## src/rtl/interboard_tx_queue.sv

```systemverilog
// -----------------------------------------------------------------------------
// interboard_tx_queue
//
// Queues whole messages from GameControl and serialises them, one DATA_W-bit
// field per transfer, to the other board over a four-phase Request/Ack
// handshake. After reset the block drives an all-ones "reset beacon" with
// Request high for RST_HOLD cycles so the far board can resynchronise.
//
// Optional build macro: INTERBOARD_ACK_TIMEOUT_EN
//   Defined   -> each Ack edge is awaited for at most TIMEOUT cycles; on expiry
//                the current message is abandoned and timeout_err pulses.
//   Undefined -> the block waits for Ack indefinitely; timeout_err is 0.
//
// Ports:
//   clk, rst         system clock; synchronous active-high reset
//   ctrl_en          one-cycle enqueue strobe
//   ctrl_msg         packed message, field i = [i*DATA_W +: DATA_W]
//   ctrl_ready       a message offered this cycle will be accepted
//   overflow         one-cycle pulse: ctrl_en arrived while the FIFO was full
//   Ack              acknowledge from the other board (asynchronous)
//   Request          registered request to the other board
//   interboard_data  registered field data to the other board
//   busy             transfer in progress or messages queued
//   tx_done          one-cycle pulse after the last field's Ack falls
//   fifo_count       messages waiting in the FIFO
//   timeout_err      one-cycle pulse on an Ack timeout
// -----------------------------------------------------------------------------
module interboard_tx_queue #(
  parameter int DATA_W     = 6,
  parameter int NUM_FIELDS = 6,
  parameter int FIFO_DEPTH = 4,
  parameter int RST_HOLD   = 10,
  parameter int TIMEOUT    = 1023
) (
  input  logic                           clk,
  input  logic                           rst,
  input  logic                           ctrl_en,
  input  logic [NUM_FIELDS*DATA_W-1:0]   ctrl_msg,
  output logic                           ctrl_ready,
  output logic                           overflow,
  input  logic                           Ack,
  output logic                           Request,
  output logic [DATA_W-1:0]              interboard_data,
  output logic                           busy,
  output logic                           tx_done,
  output logic [$clog2(FIFO_DEPTH):0]    fifo_count,
  output logic                           timeout_err
);

  localparam int MSG_W = NUM_FIELDS * DATA_W;
  localparam int PW    = (FIFO_DEPTH > 1) ? $clog2(FIFO_DEPTH) : 1;
  localparam int CW    = $clog2(FIFO_DEPTH) + 1;
  localparam int IW    = (NUM_FIELDS > 1) ? $clog2(NUM_FIELDS) : 1;
  localparam int BW    = $clog2(RST_HOLD + 1);

  if (FIFO_DEPTH < 2 || (FIFO_DEPTH & (FIFO_DEPTH - 1)) != 0 ||
      NUM_FIELDS < 1 || RST_HOLD < 1 || TIMEOUT < 1) begin : g_param_check
    $error("interboard_tx_queue: illegal parameter set");
  end

  typedef enum logic [2:0] {
    S_BEACON,
    S_IDLE,
    S_SETUP,
    S_REQ,
    S_WAIT_LOW
  } state_t;

  function automatic logic [DATA_W-1:0] field_of(input logic [MSG_W-1:0] msg,
                                                 input logic [IW-1:0]    i);
    return msg[int'(i) * DATA_W +: DATA_W];
  endfunction

  // Ack synchroniser: two flops before any use
  logic ack_p0, ack_p1, ack_s;

  always_ff @(posedge clk) begin
    if (rst) begin
      ack_p0 <= 1'b0;
      ack_p1 <= 1'b0;
    end else begin
      ack_p0 <= Ack;
      ack_p1 <= ack_p0;
    end
  end

  assign ack_s = ack_p1;

  // Message FIFO
  logic [MSG_W-1:0] mem [FIFO_DEPTH];
  logic [PW-1:0]    wr_ptr, rd_ptr;
  logic [CW-1:0]    count;
  logic             full, empty, push, pop;
  logic [MSG_W-1:0] head;
  state_t           state, state_nxt;

  assign full  = (count == CW'(FIFO_DEPTH));
  assign empty = (count == '0);
  assign head  = mem[rd_ptr];

  // A pop in the same cycle frees the slot, so a full FIFO still accepts.
  assign ctrl_ready = (state != S_BEACON) && (!full || pop);
  assign push       = ctrl_en && ctrl_ready;

  always_ff @(posedge clk) begin
    if (push) mem[wr_ptr] <= ctrl_msg;
  end

  always_ff @(posedge clk) begin
    if (rst) begin
      wr_ptr   <= '0;
      rd_ptr   <= '0;
      count    <= '0;
      overflow <= 1'b0;
    end else begin
      if (push) wr_ptr <= wr_ptr + 1'b1;
      if (pop)  rd_ptr <= rd_ptr + 1'b1;
      case ({push, pop})
        2'b10:   count <= count + 1'b1;
        2'b01:   count <= count - 1'b1;
        default: count <= count;
      endcase
      overflow <= ctrl_en && (state != S_BEACON) && !ctrl_ready;
    end
  end

  assign fifo_count = count;

  // Transfer FSM
  logic [MSG_W-1:0]  msg_hold;
  logic [IW-1:0]     idx, idx_nxt, idx_inc;
  logic [BW-1:0]     bcnt, bcnt_nxt;
  logic              req_nxt, done_nxt;
  logic [DATA_W-1:0] data_nxt;

  assign idx_inc = idx + 1'b1;

`ifdef INTERBOARD_ACK_TIMEOUT_EN
  localparam int TW = $clog2(TIMEOUT + 1);
  logic [TW-1:0] to_cnt, to_nxt;
  logic          terr_nxt, to_expired;

  assign to_expired = (to_cnt == TW'(TIMEOUT - 1));
`endif

  always_comb begin
    state_nxt = state;
    req_nxt   = Request;
    data_nxt  = interboard_data;
    idx_nxt   = idx;
    bcnt_nxt  = bcnt;
    done_nxt  = 1'b0;
    pop       = 1'b0;
`ifdef INTERBOARD_ACK_TIMEOUT_EN
    to_nxt    = to_cnt;
    terr_nxt  = 1'b0;
`endif
    case (state)
      S_BEACON: begin
        if (bcnt == BW'(RST_HOLD - 1)) begin
          req_nxt   = 1'b0;
          data_nxt  = '0;
          state_nxt = S_IDLE;
        end else begin
          bcnt_nxt = bcnt + 1'b1;
        end
      end
      S_IDLE: begin
        // Do not start while the far board still holds Ack from before.
        if (!empty && !ack_s) begin
          pop       = 1'b1;
          data_nxt  = head[DATA_W-1:0];
          state_nxt = S_SETUP;
        end
      end
      S_SETUP: begin
        req_nxt   = 1'b1;
        state_nxt = S_REQ;
`ifdef INTERBOARD_ACK_TIMEOUT_EN
        to_nxt    = '0;
`endif
      end
      S_REQ: begin
        if (ack_s) begin
          req_nxt   = 1'b0;
          state_nxt = S_WAIT_LOW;
`ifdef INTERBOARD_ACK_TIMEOUT_EN
          to_nxt    = '0;
`endif
        end
`ifdef INTERBOARD_ACK_TIMEOUT_EN
        else if (to_expired) begin
          req_nxt   = 1'b0;
          idx_nxt   = '0;
          terr_nxt  = 1'b1;
          state_nxt = S_IDLE;
        end else begin
          to_nxt = to_cnt + 1'b1;
        end
`endif
      end
      S_WAIT_LOW: begin
        if (!ack_s) begin
          if (idx == IW'(NUM_FIELDS - 1)) begin
            idx_nxt   = '0;
            done_nxt  = 1'b1;
            state_nxt = S_IDLE;
          end else begin
            idx_nxt   = idx_inc;
            data_nxt  = field_of(msg_hold, idx_inc);
            state_nxt = S_SETUP;
          end
        end
`ifdef INTERBOARD_ACK_TIMEOUT_EN
        else if (to_expired) begin
          idx_nxt   = '0;
          terr_nxt  = 1'b1;
          state_nxt = S_IDLE;
        end else begin
          to_nxt = to_cnt + 1'b1;
        end
`endif
      end
      default: begin
        state_nxt = S_BEACON;
      end
    endcase
  end

  always_ff @(posedge clk) begin
    if (rst) begin
      state           <= S_BEACON;
      Request         <= 1'b1;
      interboard_data <= '1;
      idx             <= '0;
      bcnt            <= '0;
      tx_done         <= 1'b0;
    end else begin
      state           <= state_nxt;
      Request         <= req_nxt;
      interboard_data <= data_nxt;
      idx             <= idx_nxt;
      bcnt            <= bcnt_nxt;
      tx_done         <= done_nxt;
    end
  end

  always_ff @(posedge clk) begin
    if (pop) msg_hold <= head;
  end

`ifdef INTERBOARD_ACK_TIMEOUT_EN
  always_ff @(posedge clk) begin
    if (rst) begin
      to_cnt      <= '0;
      timeout_err <= 1'b0;
    end else begin
      to_cnt      <= to_nxt;
      timeout_err <= terr_nxt;
    end
  end
`else
  assign timeout_err = 1'b0;
`endif

  assign busy = (state != S_IDLE) || !empty;

endmodule

```

## config.mk

```make
export PLATFORM = sky130hd
export DESIGN_NAME = interboard_tx_queue
export DESIGN_NICKNAME = d
export VERILOG_FILES = /design/src/rtl/interboard_tx_queue.sv
export SDC_FILE = /design/constraint.sdc
export NUM_CORES = 1
export LEC_CHECK = 0
export CAP_MARGIN = 15
export CORE_ASPECT_RATIO = 1.75
export CORE_MARGIN = 5
export CORE_UTILIZATION = 41
export CTS_BUF_LIST = sky130_fd_sc_hd__clkbuf_16
export CTS_CLUSTER_DIAMETER = 200
export DETAILED_ROUTE_END_ITERATION = 6
export MAX_ROUTING_LAYER = met4
export SETUP_SLACK_MARGIN = 0.15
export SYNTH_ARGS = -nofsm -noshare
export SYNTH_HDL_FRONTEND = slang
export SYNTH_SLANG_ARGS = --single-unit
```

## constraint.sdc

```tcl
create_clock -name clk -period 5.56 [get_ports clk]
set_input_delay 1.112 -clock clk [delete_from_list [all_inputs] [get_ports clk]]
set_output_delay 1.112 -clock clk [all_outputs]
set_load 0.02 [all_outputs]
```

==> flow_summary_export.csv <==
group,metric,value,unit
floorplan,die_h,195,um
timing,fin_crit_sh,0.621,
logic_synthesis,synth.avg_cell_area,19.5,um2
logic_synthesis,synthArstFlopShare,0,
finish,layout-drive-gt1-share,0.166,
timing,clock_skew,0.00947,ns
logic_synthesis,synth_top_family_by_area,"multiplexers",
finish,fill_cells,1574,
setup_path,critical_path_required,4.45,ns
logic_synthesis,synth_xor_area_frac,0.00983,
min_path,whs_path_depth,1,
clocking,htreeDepth,1,
min_path,min-delay-start,"ack_p0",
logic_synthesis,synth_mux_area_frac,0.130,
logic_synthesis,synth-seq-area-share,0.749,
placed_design,gp_congestion,0.739,
logic_synthesis,synth_seq_cells,210,
global_routing,grt_pass1_wl,22600,um
floorplan,io_pins,55,
outcome,outcome,"completed",
finish,nNetsFinal,525,
floorplan,die_x,116,um
logic_synthesis,synth_simple_gate_area_frac,0.0440,
clocking,clkTransAtPathRegs,0.06,ns
logic_synthesis,syn_nets,462,
timing,relSlewSlack,0.415,
clocking,cts_setup_buffers,0,
logic_synthesis,yosys_warnings,0,
timing,holdWs,0.469,ns
placed_design,portBuffers,53,
power_and_ir_drop,ir_drop,0.267,mV
global_routing,grt_pass1_vias,4088,
routing,drt_iter0_drc,353,
finish,syn2layout_area_growth,18.3,%
power_and_ir_drop,leakage,3.02,nW
clocking,cts_tree,"built",
floorplan,num_rows,67,
setup_path,crit_type,"reg2out",
routing,routed_wl,14100,um
timing,period_needed,3.45,ns
global_routing,grt-ovfl-total,0,
setup_path,rrSetupSlack,2.46,ns
floorplan,core,0.0192,mm2
setup_path,cp_max_fo,10,
setup_path,reg2reg_to,"fifo_count[2]",
clocking,post_cts_resized,0,
floorplan,initial_core_util,0.418,
clocking,clkSinkCount,210,
min_path,min_path_type,"reg2reg",
power_and_ir_drop,power_density,369,mW/mm2
timing,grt_setup_unrepaired,"no",
clocking,clk_latency,0.49,ns
routing,postRouteAntennaNets,0,
placed_design,place_hpwl,9040,um
logic_synthesis,synth_compound_area_frac,0.0312,
setup_path,ff2ff_path_depth,9,
global_routing,antenna_found_initial,0,
routing,drc,0,
timing,fmax,0.290,GHz
timing,setup_violations,0,
routing,drt-vias-per-instance,5.22,
setup_path,timing.rr.start,"state[0]",
global_routing,grtUsageTotal,0.134,
finish,antenna_cells,0,
clocking,cts.path.max_buffers,3,
setup_path,arrival,2.34,ns
logic_synthesis,synth-edff-count,180,
finish,final_util,0.494,
global_routing,grt_max_degree,40,
logic_synthesis,synth_ff_type,"edfxtp_1",
clocking,postCtsHoldBufs,0,
routing,routedWlPerCell,19.4,um
logic_synthesis,synthAdderAreaFrac,0.0165,
clocking,root_buffer,"clkbuf_16",
logic_synthesis,synth_cell_types,49,
setup_path,start_kind,"register",
setup_path,critPathCaptureType,"output port",
routing,vias,3809,
run,cap_violations,0,
floorplan,die_area,0.0226,mm2
timing,finalHoldViolCount,0,
routing,dr.pass1.iters,4,
logic_synthesis,syn_inst,412,
timing,setup_tns,0,ns
logic_synthesis,synthesis.area,0.00802,mm2
min_path,whs_endpoint,"ack_p1",
timing,final_max_slew_viol_count,0,
timing,tightestPinTransition,0.876,ns
clocking,cts_buffers,20,
cell usage after synthesis, drive strengths merged (2+ instances only):
| cell | number | area (um2) |
|---|---|---|
| edfxtp | 180 | 5410 |
| mux4 | 42 | 965 |
| dfxtp | 30 | 601 |
| nor2 | 20 | 75.1 |
| a21oi | 14 | 73.8 |
| buf | 12 | 78.8 |
| inv | 12 | 45.0 |
| ha | 9 | 113 |
| nand2 | 9 | 33.8 |
| nor3 | 9 | 45.0 |
| clkbuf | 8 | 30.0 |
| mux2i | 8 | 80.1 |
| o21ai | 7 | 35.0 |
| o22a | 6 | 52.6 |
| and3 | 5 | 36.3 |
| xnor2 | 5 | 43.8 |
| and2 | 4 | 25.0 |
| xor2 | 4 | 35.0 |
| nand3 | 3 | 15.0 |
| nor2b | 3 | 18.8 |
| nor3b | 3 | 38.8 |
| or3 | 2 | 17.5 |
report_power, final:
group | leakage, nW | internal [mW] | switching, mW
Combinational | 0.810 | 0.151 | 0.161
Sequential | 1.86 | 1.78 | 0.0362
Clock | 0.345 | 0.825 | 0.548
Total | 3.02 | 2.76 | 0.745
cell families after synthesis:
group                      count (synthesis)
other                                      1
and+or+nand+nor                           64
AOI/OAI and AO/OA                         36
xor gates and xnor gates                   9
DFF                                      210
buffers and inverters                     32
adders and majority gates                 10
muxes                                     50
cell type report:
class                      instances  area [um2]  area share
tap                              241         302      0.0318
timing repair buffer              61         591      0.0622
multi-input combinational        170        1870       0.197
sequential                       210        6010       0.633
clock inverter                    15         150      0.0158
clock buffer                      21         526      0.0554
inverter                          12        45.0     0.00475
worst max path at each step:
stage,slack (ns),endpoint,startpoint
6_report,2.11,ctrl_ready,state[0]
3_5_place_dp,2.38,fifo_count[2],ctrl_en
5_1_grt,1.92,ctrl_ready,state[0]
2_1_floorplan,1.68,fifo_count[2],state[0]
4_1_cts,2.09,ctrl_ready,state[0]
3_3_place_gp,2.46,fifo_count[2],ctrl_en
layer usage:
layer,vias up,GRT usage,part of all wire
li1,1767,-,-
met1,1950,0.149,0.37
met2,68,0.243,0.56
met3,24,0.0245,0.042
met4,0,0.0366,0.020
met5,-,-,0
layout by cell type (no fill, tap or decap), drive strengths merged, types with 2 or more instances in the layout:
cell type | netlist | layout
a21oi | 14 | 14
and2 | 4 | 4
and3 | 5 | 5
buf | 12 | 8
bufinv | 0 | 3
clkbuf | 8 | 21
clkdlybuf4s50 | 0 | 53
clkinv | 0 | 5
dfxtp | 30 | 30
edfxtp | 180 | 180
ha | 9 | 9
inv | 12 | 18
mux2i | 8 | 8
mux4 | 42 | 42
nand2 | 9 | 9
nand3 | 3 | 3
nor2 | 20 | 20
nor2b | 3 | 3
nor3 | 9 | 9
nor3b | 3 | 3
o21ai | 7 | 7
o22a | 6 | 6
or3 | 2 | 2
xnor2 | 5 | 5
xor2 | 4 | 4
worst max-delay path, cell delays in order, from the launching register on:
cell and delay, ns:
dfxtp_1 0.50, nor3b_4 0.48, a21oi_1 0.15, nor2_1 0.11, clkdlybuf4s50_1 0.61
flip-flops by register name, indices dropped and copies added (netlist names), named ones only:
signal and count:
mem 144, wr_ptr 2, tx_done 1, overflow 1, Request 1, rd_ptr 2
idx 3, bcnt 4, state 3, interboard_data 6, fifo_count 3, ack_p1 1
ack_p0 1, msg_hold 36
per-stage QoR:
step,std cells,instance area [um2],total power [mW],setup slack (ns)
after CTS,730,9490,3.55,2.09
after detailed placement,694,8810,2.17,2.38
final,730,9490,3.50,2.11
after global placement,694,8810,2.16,2.46
after global routing,730,9490,3.65,1.92
after floorplan,412,8020,2.03,1.68
(Power assumes the default switching activity.)
